===== src/rtl/fifo_pkg.sv =====
// rtl/fifo_pkg.sv - shared constants and state type for the FIFO write-side arbiter
// Purpose: default widths/limits and the arbiter state enum used by fifo_wr_arbiter.
// Ports: none (package).
package fifo_pkg;

    localparam int FIFO_DATA_WIDTH = 4;
    localparam int FIFO_ADDR_WIDTH = 4;
    localparam int FIFO_MAX_BURST  = 4;

    typedef enum logic {
        IDLE  = 1'b0,
        GRANT = 1'b1
    } arb_state_e;

endpackage


===== src/rtl/fifo_wr_arbiter_rr_pick.sv =====
// rtl/fifo_wr_arbiter_rr_pick.sv - combinational round-robin priority scan
// Purpose: return the first asserted valid index scanning ptr, ptr+1, ... mod NUM_REQ.
// Ports:
//   valid     in   NUM_REQ  request vector
//   ptr       in   ID_W     index with highest priority this cycle
//   idx       out  ID_W     selected index (0 when nothing is valid)
//   any_valid out  1        at least one request is valid
module rr_pick
    import fifo_pkg::*;
#(
    parameter int NUM_REQ = 2,
    parameter int ID_W    = 1
) (
    input  logic [NUM_REQ-1:0] valid,
    input  logic [ID_W-1:0]    ptr,
    output logic [ID_W-1:0]    idx,
    output logic               any_valid
);

    int cand;

    // Walk offsets from farthest to nearest so the nearest valid index
    // (lowest offset from ptr) is the last to write idx and therefore wins.
    always_comb begin
        idx       = '0;
        any_valid = 1'b0;
        cand      = 0;
        for (int k = NUM_REQ - 1; k >= 0; k--) begin
            cand = int'(ptr) + k;
            if (cand >= NUM_REQ) begin
                cand = cand - NUM_REQ;
            end
            if (valid[cand]) begin
                idx       = cand[ID_W-1:0];
                any_valid = 1'b1;
            end
        end
    end

endmodule


===== src/rtl/fifo_wr_arbiter.sv =====
// rtl/fifo_wr_arbiter.sv - round-robin arbiter sharing one FIFO write port
// Purpose: grant the FIFO write port to one of NUM_REQ requesters at a time,
//   bounded bursts of MAX_BURST beats, back-pressured by FIFO full.
// Ports:
//   clk, rst_n   clock and async active-low reset
//   req_valid    per-requester word available
//   req_data     packed requester words, slice i = [i*DATA_WIDTH +: DATA_WIDTH]
//   req_ready    one-hot (or zero) accept strobe toward requesters
//   full         FIFO full, synchronous to clk
//   winc, wdata  FIFO write strobe and data
//   grant_id     current owner, or last owner while idle
//   busy         a grant is active
//   xfer_cnt     accepted beats since reset, saturating at 255
module fifo_wr_arbiter
    import fifo_pkg::*;
#(
    parameter int DATA_WIDTH = FIFO_DATA_WIDTH,
    parameter int NUM_REQ    = 2,
    parameter int MAX_BURST  = FIFO_MAX_BURST
) (
    input  logic                          clk,
    input  logic                          rst_n,
    input  logic [NUM_REQ-1:0]            req_valid,
    input  logic [NUM_REQ*DATA_WIDTH-1:0] req_data,
    output logic [NUM_REQ-1:0]            req_ready,
    input  logic                          full,
    output logic                          winc,
    output logic [DATA_WIDTH-1:0]         wdata,
    output logic [$clog2(NUM_REQ)-1:0]    grant_id,
    output logic                          busy,
    output logic [7:0]                    xfer_cnt
);

    localparam int              ID_W       = $clog2(NUM_REQ);
    localparam logic [ID_W-1:0] LAST_ID    = ID_W'(NUM_REQ - 1);
    localparam logic [3:0]      BURST_LAST = 4'(MAX_BURST - 1);

    arb_state_e      state_q, state_d;
    logic [ID_W-1:0] grant_id_q, grant_id_d;
    logic [ID_W-1:0] rr_ptr_q, rr_ptr_d;
    logic [3:0]      burst_cnt_q, burst_cnt_d;
    logic [7:0]      xfer_cnt_q, xfer_cnt_d;

    logic [ID_W-1:0]       pick_idx;
    logic                  pick_any;
    logic                  in_grant;
    logic                  owner_valid;
    logic [DATA_WIDTH-1:0] owner_data;
    logic [ID_W-1:0]       next_id;

    rr_pick #(
        .NUM_REQ (NUM_REQ),
        .ID_W    (ID_W)
    ) u_rr_pick (
        .valid     (req_valid),
        .ptr       (rr_ptr_q),
        .idx       (pick_idx),
        .any_valid (pick_any)
    );

    // Datapath toward the FIFO and requesters: purely combinational so a
    // full assertion blocks the write in the same cycle it arrives.
    always_comb begin
        in_grant    = (state_q == GRANT);
        owner_valid = 1'b0;
        owner_data  = '0;
        req_ready   = '0;
        for (int i = 0; i < NUM_REQ; i++) begin
            if (grant_id_q == ID_W'(i)) begin
                owner_valid  = req_valid[i];
                owner_data   = req_data[i*DATA_WIDTH +: DATA_WIDTH];
                req_ready[i] = in_grant & ~full;
            end
        end
        winc    = in_grant & owner_valid & ~full;
        wdata   = winc ? owner_data : '0;
        busy    = in_grant;
        next_id = (grant_id_q == LAST_ID) ? '0 : grant_id_q + ID_W'(1);
    end

    always_comb begin
        state_d     = state_q;
        grant_id_d  = grant_id_q;
        rr_ptr_d    = rr_ptr_q;
        burst_cnt_d = burst_cnt_q;
        xfer_cnt_d  = xfer_cnt_q;

        case (state_q)
            IDLE: begin
                if (pick_any) begin
                    state_d     = GRANT;
                    grant_id_d  = pick_idx;
                    burst_cnt_d = '0;
                end
            end
            GRANT: begin
                // Owner withdrawing valid ends the grant without a beat;
                // a stalled owner (full) keeps the grant indefinitely.
                if (!owner_valid) begin
                    state_d  = IDLE;
                    rr_ptr_d = next_id;
                end else if (winc) begin
                    burst_cnt_d = burst_cnt_q + 4'd1;
                    if (burst_cnt_q == BURST_LAST) begin
                        state_d  = IDLE;
                        rr_ptr_d = next_id;
                    end
                end
            end
            default: state_d = IDLE;
        endcase

        if (winc && (xfer_cnt_q != 8'hFF)) begin
            xfer_cnt_d = xfer_cnt_q + 8'd1;
        end
    end

    always_ff @(posedge clk or negedge rst_n) begin
        if (!rst_n) begin
            state_q     <= IDLE;
            grant_id_q  <= '0;
            rr_ptr_q    <= '0;
            burst_cnt_q <= '0;
            xfer_cnt_q  <= '0;
        end else begin
            state_q     <= state_d;
            grant_id_q  <= grant_id_d;
            rr_ptr_q    <= rr_ptr_d;
            burst_cnt_q <= burst_cnt_d;
            xfer_cnt_q  <= xfer_cnt_d;
        end
    end

    assign grant_id = grant_id_q;
    assign xfer_cnt = xfer_cnt_q;

endmodule


===== config.mk =====
export PLATFORM = sky130hd
export DESIGN_NAME = fifo_wr_arbiter
export DESIGN_NICKNAME = d
export VERILOG_FILES = /design/src/rtl/fifo_pkg.sv /design/src/rtl/fifo_wr_arbiter_rr_pick.sv /design/src/rtl/fifo_wr_arbiter.sv
export SDC_FILE = /design/constraint.sdc
export NUM_CORES = 1
export LEC_CHECK = 0
export BUFFER_PORTS_ARGS = -buffer_cell sky130_fd_sc_hd__buf_2
export CORE_MARGIN = 3
export CORE_UTILIZATION = 43
export DETAILED_ROUTE_END_ITERATION = 10
export PLACE_DENSITY_LB_ADDON = 0.15
export SLEW_MARGIN = 10
export SYNTH_ARGS = -nofsm -noshare
export SYNTH_HDL_FRONTEND = slang
export SYNTH_SLANG_ARGS = --single-unit

===== constraint.sdc =====
create_clock -name clk -period 1.4 [get_ports clk]
set_input_delay 0.14 -clock clk [delete_from_list [all_inputs] [get_ports clk]]
set_output_delay 0.14 -clock clk [all_outputs]
set_load 0.01 [all_outputs]

---- Word level (Yosys, flattened, before mapping) ----
Index checks and enable logic that the tools add are counted.
W data, S select, Z words.
operators by class
  add/subtract/negate cells ............... 6
  multipliers ............................. 0
  div/mod/pow operators ................... 0
  $lt $le $gt $ge ......................... 4
  eq/ne operators ......................... 7
  shifts and indexed selects .............. 0
  mux-type cells .......................... 30
  bitwise gates (word level) .............. 5
  reductions and logical operators ........ 4
operators by type and width
  cell                     count
  $lt A32 B3 Y1 const B    2
  $mux W32                 2
  $ge A32 B3 Y1 const B    1
  $sub A32 B3 Y32 const B  1
  $mux W1                  21
  $mux W4                  5
  $add A8 B1 Y8 const B    1
  $ne A8 B8 Y1 const B     1
  $pmux W4 S2              1
  $ne A2 B2 Y1 const B     3
  $reduce_and A3 Y1        2
  $add A4 B1 Y4 const B    1
  $eq A4 B2 Y1 const B     1
  $ne A2 B1 Y1 const B     2
  $and A1 B1 Y1            3
  $sub A1 B2 Y3 const B    1
  $add A1 B1 Y2 const B    1
  $ge A1 B2 Y1 const B     1
  $not A1 Y1               2
  $pmux W1 S2              1
  $reduce_and A2 Y1        1
  $add A1 B1 Y1 const B    1
  $logic_and A1 B1 Y1      1
storage, ports and cells
  register bits after elaboration ......... 15
  latch bits .............................. 0
  RAM bits ................................ 0
  memory bits (read-only) ................. 0
  output and inout port bits .............. 17
  word-level logic and storage cells ...... 61
  memories ................................ 0

---- Depth between registers and ports, before layout ----
  depth in word-level cells ............... 10
  depth in mapped cells ................... 5
  mapped depth without buffers ............ 5

---- Cells and area by module ----
From an unflattened synthesis, not the netlist that was laid out.
unflattened totals
  cells, all modules ...................... 86
  area, all modules ....................... 850.8 um^2
modules (own cells, without submodules)
  module           instances  cells each  area each (um^2)
  fifo_wr_arbiter  1          83          833.3
  rr_pick          1          3           17.5

---- Least setup slack after synthesis ----
Ideal clock, no wire load.
  path type ............................... reg2reg
  start ................................... reg xfer_cnt_q[0], in the netlist xfer_cnt[0]
  end ..................................... reg xfer_cnt_q[7], in the netlist xfer_cnt[7]
  setup time .............................. 0.128 ns
  arrival time ............................ 1.256 ns
  slack ................................... 0.016 ns
  cell stages (with the launch flop) ...... 6
  cells stage by stage .................... dfrtp_1 ha_1 and2_1 nand4_1 nand2_1 mux2_1
between the ends
  word-level cells in the longest chain between the ends .. 2
  elaborated cells between the ends (all ways) .. 3
  classes of those cells .................. add/sub: 1; eq/ne: 1; reduce/logical: 1
RTL lines
  item                                                   RTL line                RTL
  start: declaration                                     fifo_wr_arbiter.sv:42   logic [7:0] xfer_cnt_q, xfer_cnt_d;
  start signal: assignment                               fifo_wr_arbiter.sv:130  xfer_cnt_q <= xfer_cnt_d;
  branches (longest 2 deep; another with $add A8 B1 Y8)  -
Several ways; the timed one is not identified.
A chain may end at the register's enable or synchronous reset.

---- Final worst setup path ----
  start ................................... reg grant_id_q, in the netlist grant_id
  end ..................................... out wdata[1]
between the ends
  word-level cells in the longest chain between the ends .. 4
  elaborated cells between the ends (all ways) .. 5
  classes of those cells .................. mux: 3; bitwise: 2
RTL lines
  item                        RTL line                RTL
  start: declaration          fifo_wr_arbiter.sv:39   logic [ID_W-1:0] grant_id_q, grant_id_d;
  start signal: assignment    fifo_wr_arbiter.sv:127  grant_id_q <= grant_id_d;
  $mux W1                     fifo_wr_arbiter.sv:69   if (grant_id_q == ID_W'(i)) begin
  $and A1 B1 Y1 (2 in a row)  fifo_wr_arbiter.sv:75   winc = in_grant & owner_valid & ~full;
  $mux W4 (*)                 fifo_wr_arbiter.sv:76   wdata = winc ? owner_data : '0;
  end: declaration            fifo_wr_arbiter.sv:28   output logic [DATA_WIDTH-1:0] wdata,
Mark *: on every way between the ends. The rest lies on a longest branch, timed or not.

==> flow_metrics.env <==
export IMPL_overflow=0
export IMPL_yosysSeqAreaShare=0.4267
export IMPL_yosysUniqueCellTypes=30
export IMPL_synth_simple_area_share=0.2504
export IMPL_p_int_w=0.001151
export IMPL_detail_route_antenna_nets=0
export IMPL_finalSetupViolCount=9
export IMPL_grt_pass1_vias=816
export IMPL_p_sw_w=0.0007331
export IMPL_syn_cell_area_um2=879.6
export IMPL_yosys_area_share_xor_xnor=0.04979
export IMPL_hold_viol=0
export IMPL_timing_fmax_mhz=682.4
export IMPL_worstSetupPathType="flop to primary output"
export IMPL_async_flop_share=1.000
export IMPL_status="finished with violations"
export IMPL_end_kind="primary output"
export IMPL_ys_ff_latch=15
export IMPL_violations="negative setup slack"
export IMPL_gp_congestion=0.8368
export IMPL_tightest_slew_ps=339.5
export IMPL_initial_core_util=0.4832
export IMPL_drc=0
export IMPL_die_height_um=51.23
export IMPL_whs_endpoint="grant_id"
export IMPL_vias=803
export IMPL_finalMaxSlewViolations=0
export IMPL_root_buffer="clkbuf_4"
export IMPL_die_area_um2=2624
export IMPL_fin_skew_ps=2.662
export IMPL_syn_nets=102
export IMPL_place_hpwl_mm=1.557
export IMPL_finalPower_w=0.001884
export IMPL_clockPowerShare=0.131
export IMPL_layout_commonest_cell="buf_2"
export IMPL_synthCells=87
export IMPL_syn_to_final_growth_pct=43.67
export IMPL_startpoint_type="flop"
export IMPL_io_pins=30
export IMPL_r2r_end="xfer_cnt[5]"
export IMPL_post_dp_cell_area_um2=1101
export IMPL_cts_sinks=15
export IMPL_grt_pass1_wl_mm=3.532
export IMPL_fillers=153
export IMPL_relSlewSlack=0.7737
export IMPL_cap_violations=0
export IMPL_power_leakage_nw=0.6479
export IMPL_required_ps=1260
export IMPL_tns_ps=-431.0
export IMPL_min_period_ps=1465
export IMPL_avgSynthCellArea_um2=10.11
export IMPL_cts_tree="done"
export IMPL_antenna_found_initial=0
export IMPL_period_share=1.047
export IMPL_synth_compound_area_frac=0.09246
export IMPL_clock_tree_htree_level_count=1
export IMPL_muxShareOfSynthArea=0.1238
export IMPL_clk_latency_ps=290
export IMPL_die_w_um=51.23
export IMPL_crit_fanout=6
export IMPL_antenna_cells=0
export IMPL_numPortBuffers=29
export IMPL_core_area_um2=1821
export IMPL_grt_max_degree=16
export IMPL_final_cell_mix="28 x buf_2, 15 x dfrtp_1, 11 x buf_4"
export IMPL_sw_frac_of_total=0.3892
export IMPL_synth_top_family_by_area="simple AND/OR/NAND/NOR gates"
export IMPL_synth_adder_area_share=0.02845
export IMPL_drt_iter0_drc=5
export IMPL_ys_flop_type="dfrtp_1"
export IMPL_irDropWorstVdd_uv=939.2
export IMPL_yosysWarnings=0
export IMPL_rsz0062_at_grt="true"
export IMPL_pwr_share_comb=0.519
export IMPL_rows=15
export IMPL_clkTransAtPathRegs_ps=80
export IMPL_clockBufferDepth=2
export IMPL_reg2regPathDepth=5
export IMPL_first_pass_iters=5
export IMPL_hp_class="primary input to flop"
export IMPL_routed_via_density=5.050
export IMPL_r2r_start="grant_id"
export IMPL_setup_ws_ps=-65.36
export IMPL_drive_above_1_share=0.4851
export IMPL_p_seq_frac=0.349
export IMPL_ys_top_cells_by_area="dfrtp_1 43%, mux2i_1 6.8%, nor2_1 6.0%, mux2_1 3.8%, nor3_2 3.4%"
export IMPL_cts_made_buffers=3
export IMPL_nets=150
export IMPL_fin_area_um2=1264
export IMPL_min_from="req_valid[0]"
export IMPL_grtUsageTotal=0.1819
export IMPL_routed_wirelength_mm=2.248
export IMPL_holdPathStages=2
export IMPL_crit_start="grant_id"
export IMPL_p_per_area_nw_per_um2=1491
export IMPL_arrival_ps=1330
export IMPL_yosysTopAreaCellShare=0.4267
export IMPL_yosysTopAreaCell="dfrtp_1"
export IMPL_synth_edf_count=0
export IMPL_r2r_slack_ps=-60
export IMPL_avgRoutedWirePerCell_um=14.14
-- sequential cells by signal (all words and copies together) (netlist names) --
| name | cells |
|---|---|
| grant_id | 1 |
| rr_ptr_q | 1 |
| burst_cnt_q | 4 |
| xfer_cnt | 8 |
| busy | 1 |
-- routing by layer --
layer  track usage  wire [um]
met1        0.2011        884
met5             0          0
met2        0.3348       1232
met3       0.05248        101
met4       0.05240         29
-- worst max-delay path, cell delays in order (launching register included) --
cell,delay (ps)
dfrtp_1,410
mux2_4,340
nand2_8,100
nor2_2,40
buf_2,140
-- how the worst max path moves through the flow --
stage	slack, ps	depth (start not counted)	end
after CTS	-60	4	wdata[1]
after floorplan	20	5	xfer_cnt[7]
after global routing	-110	4	wdata[0]
final	-70	4	wdata[1]
after global placement	60	4	xfer_cnt[7]
after detailed placement	20	4	xfer_cnt[7]
-- power groups by stage --
stage	registers, W	clock network, W	logic, W
floorplan	0.000732	0	0.000409
global placement	0.000651	0	0.000803
detailed placement	0.000659	0	0.000823
CTS	0.000654	0.000259	0.000909
global route	0.000674	0.000285	0.00107
finish	0.000658	0.000247	0.000978
-- kinds of logic after synthesis --
group,after synthesis
xor+xnor,5
mux,10
compound gates,13
simple gates,37
fa+ha+maj,2
flops,15
buf+inv,5
-- Yosys cell counts (2+ instances only) --
cell     number
nand3_1       5
ha_1          2
nor3_2        3
o21ai_0       5
xor2_1        3
inv_1         3
nand2_1       4
mux2_1        3
xnor2_1       2
a21oi_1       3
a31oi_1       2
mux2i_1       6
nor2_1       14
and2_1        2
dfrtp_1      15
-- through the flow --
step / cells / setup WS (ps) / utilization / hold WS [ps]
after global routing: 159 / -110.1 / 0.6942 / 99.49
after global placement: 147 / 61.98 / 0.6048 / 60.43
after floorplan: 87 / 16.40 / - / -155.6
after detailed placement: 147 / 17.11 / 0.6048 / 66.82
final: 159 / -65.36 / 0.6942 / 113.8
after CTS: 157 / -64.68 / 0.6605 / 83.21
-- timing repair --
action | CTS | global route
resized for setup | 9 | 12
hold buffers | 1 | 0
pin swaps | 7 | 2
setup endpoints to repair | 6 | 12
endpoints found under the hold margin | 15 | 0
setup buffers | 5 | 2
-- cell type report --
class                      count  area (um^2)  area share
timing repair buffer          44        277.8      0.2198
clock buffer                   4        26.28     0.02079
tap                           25        31.28     0.02475
sequential                    15        375.4      0.2970
inverter                       4        17.52     0.01386
multi-input combinational     67        535.5      0.4238
(Power assumes the default switching activity.)
